--- config.mk ---
export PLATFORM = sky130hd
export DESIGN_NAME = gate_exerciser
export DESIGN_NICKNAME = d
export VERILOG_FILES = /design/src/rtl/gate_exerciser_pkg.sv /design/src/rtl/rise_detect.sv /design/src/rtl/gate_exerciser.sv
export SDC_FILE = /design/constraint.sdc
export NUM_CORES = 1
export LEC_CHECK = 0
export BUFFER_PORTS_ARGS = -buffer_cell sky130_fd_sc_hd__buf_2
export CAP_MARGIN = 20
export CORE_ASPECT_RATIO = 1.25
export CORE_MARGIN = 2
export CORE_UTILIZATION = 40
export DETAILED_ROUTE_END_ITERATION = 8
export SLEW_MARGIN = 10
export SYNTH_ARGS = -nofsm -noshare
export SYNTH_HDL_FRONTEND = slang
export SYNTH_HIERARCHICAL = 1
export SYNTH_SLANG_ARGS = --single-unit
export TNS_END_PERCENT = 10
--- constraint.sdc ---
create_clock -name clk -period 2.4 [get_ports clk]
set_input_delay 0.12 -clock clk [delete_from_list [all_inputs] [get_ports clk]]
set_output_delay 0.12 -clock clk [all_outputs]
set_load 0.1 [all_outputs]
--- src/rtl/gate_exerciser_pkg.sv ---
// rtl/gate_exerciser_pkg.sv - shared state type and sizing constants for gate_exerciser
package gate_exerciser_pkg;

  typedef enum logic [2:0] {
    IDLE   = 3'd0,
    DRIVE  = 3'd1,
    SETTLE = 3'd2,
    CHECK  = 3'd3,
    DONE   = 3'd4
  } state_t;

  localparam int NUM_VECTORS = 4;
  localparam int CNT_W       = 8;

endpackage

--- src/rtl/rise_detect.sv ---
// rtl/rise_detect.sv - registered rising-edge detector; register resets high so a level
// already asserted at reset release is not mistaken for an edge.
module rise_detect (
  input  logic clk,
  input  logic rst_n,
  input  logic d,
  output logic rise
);

  logic q;

  always_ff @(posedge clk) begin
    if (!rst_n) q <= 1'b1;
    else        q <= d;
  end

  assign rise = d & ~q;

endmodule

--- src/rtl/gate_exerciser.sv ---
// rtl/gate_exerciser.sv - walks all four {b,a} vectors through a 2-input gate and
// reports pass or the first mismatching vector.
module gate_exerciser
  import gate_exerciser_pkg::*;
#(
  parameter int unsigned SETTLE_CYCLES = 4,
  parameter logic [3:0]  TRUTH         = 4'b0001
) (
  input  logic       clk,
  input  logic       rst_n,
  input  logic       start,
  input  logic       dut_y,
  output logic       dut_a,
  output logic       dut_b,
  output logic       busy,
  output logic       done,
  output logic       pass,
  output logic [1:0] fail_idx
);

  localparam logic [CNT_W-1:0] SETTLE_LOAD = CNT_W'(SETTLE_CYCLES - 1);
  localparam logic [1:0]       LAST_IDX    = 2'(NUM_VECTORS - 1);

  state_t           state;
  logic [1:0]       idx;
  logic [CNT_W-1:0] cnt;
  logic             err;
  logic             start_edge;
  logic             mismatch;

  rise_detect u_rise (
    .clk  (clk),
    .rst_n(rst_n),
    .d    (start),
    .rise (start_edge)
  );

  assign mismatch = (dut_y != TRUTH[idx]);

  // Stimulus is updated on the edge entering DRIVE so the pins already show the
  // current vector during the DRIVE cycle itself.
  always_ff @(posedge clk) begin
    if (!rst_n) begin
      state    <= IDLE;
      idx      <= 2'd0;
      cnt      <= '0;
      err      <= 1'b0;
      dut_a    <= 1'b0;
      dut_b    <= 1'b0;
      busy     <= 1'b0;
      done     <= 1'b0;
      pass     <= 1'b0;
      fail_idx <= 2'd0;
    end else begin
      case (state)
        IDLE, DONE: begin
          if (start_edge) begin
            state          <= DRIVE;
            idx            <= 2'd0;
            err            <= 1'b0;
            fail_idx       <= 2'd0;
            done           <= 1'b0;
            pass           <= 1'b0;
            busy           <= 1'b1;
            {dut_b, dut_a} <= 2'b00;
          end
        end
        DRIVE: begin
          {dut_b, dut_a} <= idx;
          cnt            <= SETTLE_LOAD;
          state          <= SETTLE;
        end
        SETTLE: begin
          if (cnt == '0) state <= CHECK;
          else           cnt   <= cnt - 1'b1;
        end
        CHECK: begin
          if (mismatch && !err) begin
            err      <= 1'b1;
            fail_idx <= idx;
          end
          if (idx == LAST_IDX) begin
            state          <= DONE;
            busy           <= 1'b0;
            done           <= 1'b1;
            pass           <= !(err || mismatch);
            {dut_b, dut_a} <= 2'b00;
          end else begin
            idx            <= idx + 2'd1;
            {dut_b, dut_a} <= idx + 2'd1;
            state          <= DRIVE;
          end
        end
        default: state <= IDLE;
      endcase
    end
  end

endmodule
### After elaboration in Yosys (flattened, before gate mapping)

Cells that the tools add are included.

| operators by class | value |
|---|---|
| $lt $le $gt $ge | 1 |
| reductions and logical operators | 16 |
| bitwise logic cells | 2 |
| equality and inequality tests | 12 |
| muxes and demuxes | 27 |
| add/subtract/negate cells | 2 |

Operator list:

| cell | count |
|---|---|
| $pmux 8 s2 | 1 |
| $ne 2x2->1 const B | 6 |
| $pmux 3 s4 | 1 |
| $mux 1 | 9 |
| $mux 3 | 3 |
| $reduce_and 3->1 | 3 |
| $logic_not 8->1 | 1 |
| $mux 8 | 1 |
| $pmux 1 s2 | 4 |
| $pmux 2 s2 | 2 |
| $sub 8x1->8 const B | 1 |
| $eq 3x2->1 const B | 2 |
| $mux 2 | 3 |
| $pmux 1 s3 | 2 |
| $reduce_and 2->1 | 3 |
| $reduce_bool 2->1 | 2 |
| $eq 3x1->1 const B | 1 |
| $eq 3x3->1 const B | 1 |
| $logic_not 3->1 | 1 |
| $lt 2x3->1 const B | 1 |
| $reduce_bool 3->1 | 1 |
| $add 2x1->2 const B | 1 |
| $bmux 1 s2 | 1 |
| $eq 2x2->1 const B | 1 |
| 7 further kinds | 8 |

| word-level totals | value |
|---|---|
| logic and storage cells | 71 |
| register bits | 22 |
| input port bits | 4 |
| output and inout port bits | 7 |

### Logic depth before layout (Yosys ltp)

| depth | value |
|---|---|
| depth after elaboration | 7 |
| gate-level depth with buffers | 5 |
| gate-level depth less buffers | 5 |

### Cells and area by module

The synthesis kept the hierarchy.

By module, submodules not included:

| module | cells each | times used | area an instance (µm²) | seq. area each (µm²) |
|---|---|---|---|---|
| gate_exerciser | 123 | 1 | 1103.6 | 420.4 |
| rise_detect | 3 | 1 | 40.0 | 20.0 |

### Least setup slack after synthesis

Ideal clock, no wire load.

| timing path | value |
|---|---|
| kind | reg2reg |
| from | register cnt[2] |
| to | register cnt[6] |
| arrival time | 1.444 ns |
| clock period less this slack | 1.513 ns |
| setup slack | 0.887 ns |
| library setup time | 0.070 ns |
| data required time | 2.330 ns |
| path buffers | 0 |
| stages on the path, launching flop included | 4 |
| cell sequence | dfxtp_1 or4_1 or4_1 a21oi_1 |

| between the ends | value |
|---|---|
| longest elaborated chain between the ends | 3 |
| elaborated cells between the ends (all ways) | 6 |
| those cells by class | add/sub: 1; eq/ne: 1; mux: 2; reduce/logical: 2 |

Ends and longest elaborated chain:

| element | line | text |
|---|---|---|
| from (decl) | gate_exerciser.sv:26 | `logic [CNT_W-1:0] cnt;` |
| from (signal assigned) | gate_exerciser.sv:75 | `else cnt <= cnt - 1'b1;` |
| $sub 8x1->8 / $logic_not 8->1 (equally long branches) | gate_exerciser.sv:75, gate_exerciser.sv:74 |  |
| $mux 8 / $ne 2x2->1 (equally long branches) | -- |  |
| $pmux 8 s2 / $reduce_and 2->1 (equally long branches) | -- |  |

Several ways; a longest one is shown, not always the timed one. The select of a mux whose other input is x is not followed.
A chain may end at the register's enable or synchronous reset.

### Final worst setup path

| timing path | value |
|---|---|
| from | register cnt[0] |
| to | register cnt[1] |

The elaborated chain is that of the path after synthesis.

==> results.toml <==
[run_status]
status = "completed"

[routing]
vias = 950
vias_per_cell = 5.655
routed_wl_um = 2301
drt-initial-drc-count = 19
postRouteAntennaNets = 0
dr.pass1.iters = 4
wire_per_inst_um = 13.70
drcViolationCount = 0

[pwr]
p_leak_nw = 0.4585
p_per_area_nw_per_um2 = 1015
p_clk_share_pct = 22.4
internal_power_uw = 777.0
p_sw_share_pct = 39.13
netSwitchingPower_uw = 499.4
combPwrFrac_pct = 37.2
seqPwrFrac_pct = 40.4
irDropWorstVdd_v = 0.0003814

[critical_path]
crit_path_end_kind = "flip-flop"
cp_data_arrival_time_ns = 2.11
crit_type = "flip-flop to flip-flop"
worst_setup_path_start_kind = "flip-flop"
cp_max_fo = 7
required_ns = 2.62

[floorplanning]
rows = 21
chipHeight_um = 63.78
core_area_um2 = 2706
ios = 11
start_util_pct = 42.26
die_width_um = 51.83
dieArea_um2 = 3305

[clocking]
h-tree-depth = 1
ctsResizeCount = 0
cts_buffer_depth = 2
postCtsSetupBuffers = 0
cts_hold_buf = 0
cts_made_buffers = 3
clockRootBuffer = "clkbuf_4"
clk-insertion-delay-late_ns = 0.32
cts_tree = "yes"
cts.clk_slew.worst_paths_ns = 0.12
cts.sinks = 22

[yosys]
yosys.area.top_type = "dfxtp_1"
synthArstFlopShare_pct = 0
syn_inst = 126
synthTopCellsByCount = "dfxtp_1 (22), a21oi_1 (14), inv_1 (8), nand3_1 (6)"
yosysWarnings = 6
syn-cell-area_um2 = 1144
synthTopCellsByArea = "dfxtp_1 (39%), a21oi_1 (6.1%), ha_1 (3.3%)"
yosys_most_used_dff = "dfxtp_1"
ys_types = 46
yosysTopAreaCellShare_pct = 38.51
syn_nets = 133
ys_seq_area_share_pct = 38.51
synth-edff-count = 0
synth_most_common_cell = "dfxtp_1"
synth-seq-cells = 22
syn_avg_cell_area_um2 = 9.076

[layout]
nets = 142
area_growth_pct = 9.957
drive_gt1_share_pct = 14.93
diodes = 0
stdcell_area_um2 = 1257
fillers = 277

[sta]
fin_hold_ws_ns = 0.01174
setup_viol = 0
rsz0062_at_grt = "false"
skew_ns = 0.01179
hold_viol = 0
max_freq_mhz = 529.0
maxSlewViolCount = 0
relSlewSlack_pct = 46.60
fin_crit_ns = 1.890
period_share_pct = 78.77
setup_tns_ns = 0
worst_slew_pin_slew_ns = 0.7993

[global_routing]
grt_antenna_before_repair = 0
grt_pass1_wl_um = 4008
grt_max_degree = 20
grt-ovfl-total = 0
grt_pass1_vias = 973
grt_usage_pct = 15.94

[place]
hpwl_um = 1711
portBuffers = 10
placed_area_um2 = 1205
routabilityCongestion = 0.7592

[worst_hold_path]
min_path_type = "input pin to flip-flop"

[flow_run]
maxCapViolCount = 0
## critical path, cell delays in order, from the launching register on
cell and delay, ns:
dfxtp_1 0.35, inv_1 0.08, ha_1 0.21, nor3b_1 0.68
a211oi_1 0.18, a311oi_1 0.30
## area by class of cell
| class | count | area, um^2 | area share [%] |
|---|---|---|---|
| clock inverters | 1 | 30.03 | 2.388 |
| clock buffers | 3 | 22.52 | 1.791 |
| inverters | 8 | 30.03 | 2.388 |
| flip-flops and latches | 22 | 440.4 | 35.02 |
| repair buffers | 10 | 50.05 | 3.980 |
| well taps | 34 | 42.54 | 3.383 |
| multi-input cells | 90 | 641.9 | 51.04 |
## stage by stage
step                      utilization [%]  cells  worst slack, ns  total power [mW]
after detailed placement            44.52    164           0.5540            0.9972
after floorplan                         -    126           0.8866            0.9198
after global placement              44.52    164           0.5839            0.9845
final                               46.46    168           0.5095             1.276
after CTS                           46.46    168           0.5098             1.284
after global routing                46.46    168           0.4142             1.361
## power by group through the flow
stage	logic (mW)	registers, mW	clock network (mW)
2_1_floorplan	0.386	0.534	0
3_3_place_gp	0.465	0.519	0
3_5_place_dp	0.473	0.524	0
4_1_cts	0.478	0.515	0.291
5_1_grt	0.523	0.533	0.306
6_report	0.475	0.515	0.286
## registers in the layout, summed over array words and instances (netlist names)
| signal | cells |
|---|---|
| pass | 1 |
| dut_a | 1 |
| dut_b | 1 |
| done | 1 |
| idx | 2 |
| fail_idx | 2 |
| err | 1 |
| busy | 1 |
| state | 3 |
| u_rise/q | 1 |
| cnt | 8 |
## cell families after synthesis
kind of cell / synth area share, %
fa+ha+maj: 3.283
xor+xnor: 2.298
buf+inv: 5.360
compound gates: 20.35
flops: 38.51
mux: 0.8753
simple gates: 29.32
## cells in the final DEF, fill, tap and decap left out, types with 3 or more instances in the layout
cell type and count:
dfxtp_1 22, a21oi_1 14, buf_2 10, inv_1 8, nand3_1 6, nand2b_1 5
nand2_1 5, nor3b_1 4, a211oi_1 4, nor2_1 4, or3b_1 3, o21ai_0 3
ha_1 3, clkbuf_4 3
## final timing paths
kind	from	to	slack, ns	cells after the start
min	start	u_rise/q	0.01	2
max	cnt[0]	cnt[1]	0.51	5
max reg2reg	cnt[0]	cnt[1]	0.51	5
min reg2reg	busy	busy	0.45	2
## layer usage
layer	part of all wire [%]	track usage [%]	up-vias	routed length (um)
li1	-	-	482	-
met1	43	17.98	457	996
met2	53	28.01	6	1229
met3	1.4	2.804	5	32
met4	1.8	7.566	0	42
met5	0	0	-	0
No activity file was read; power rests on OpenSTA's default activity.
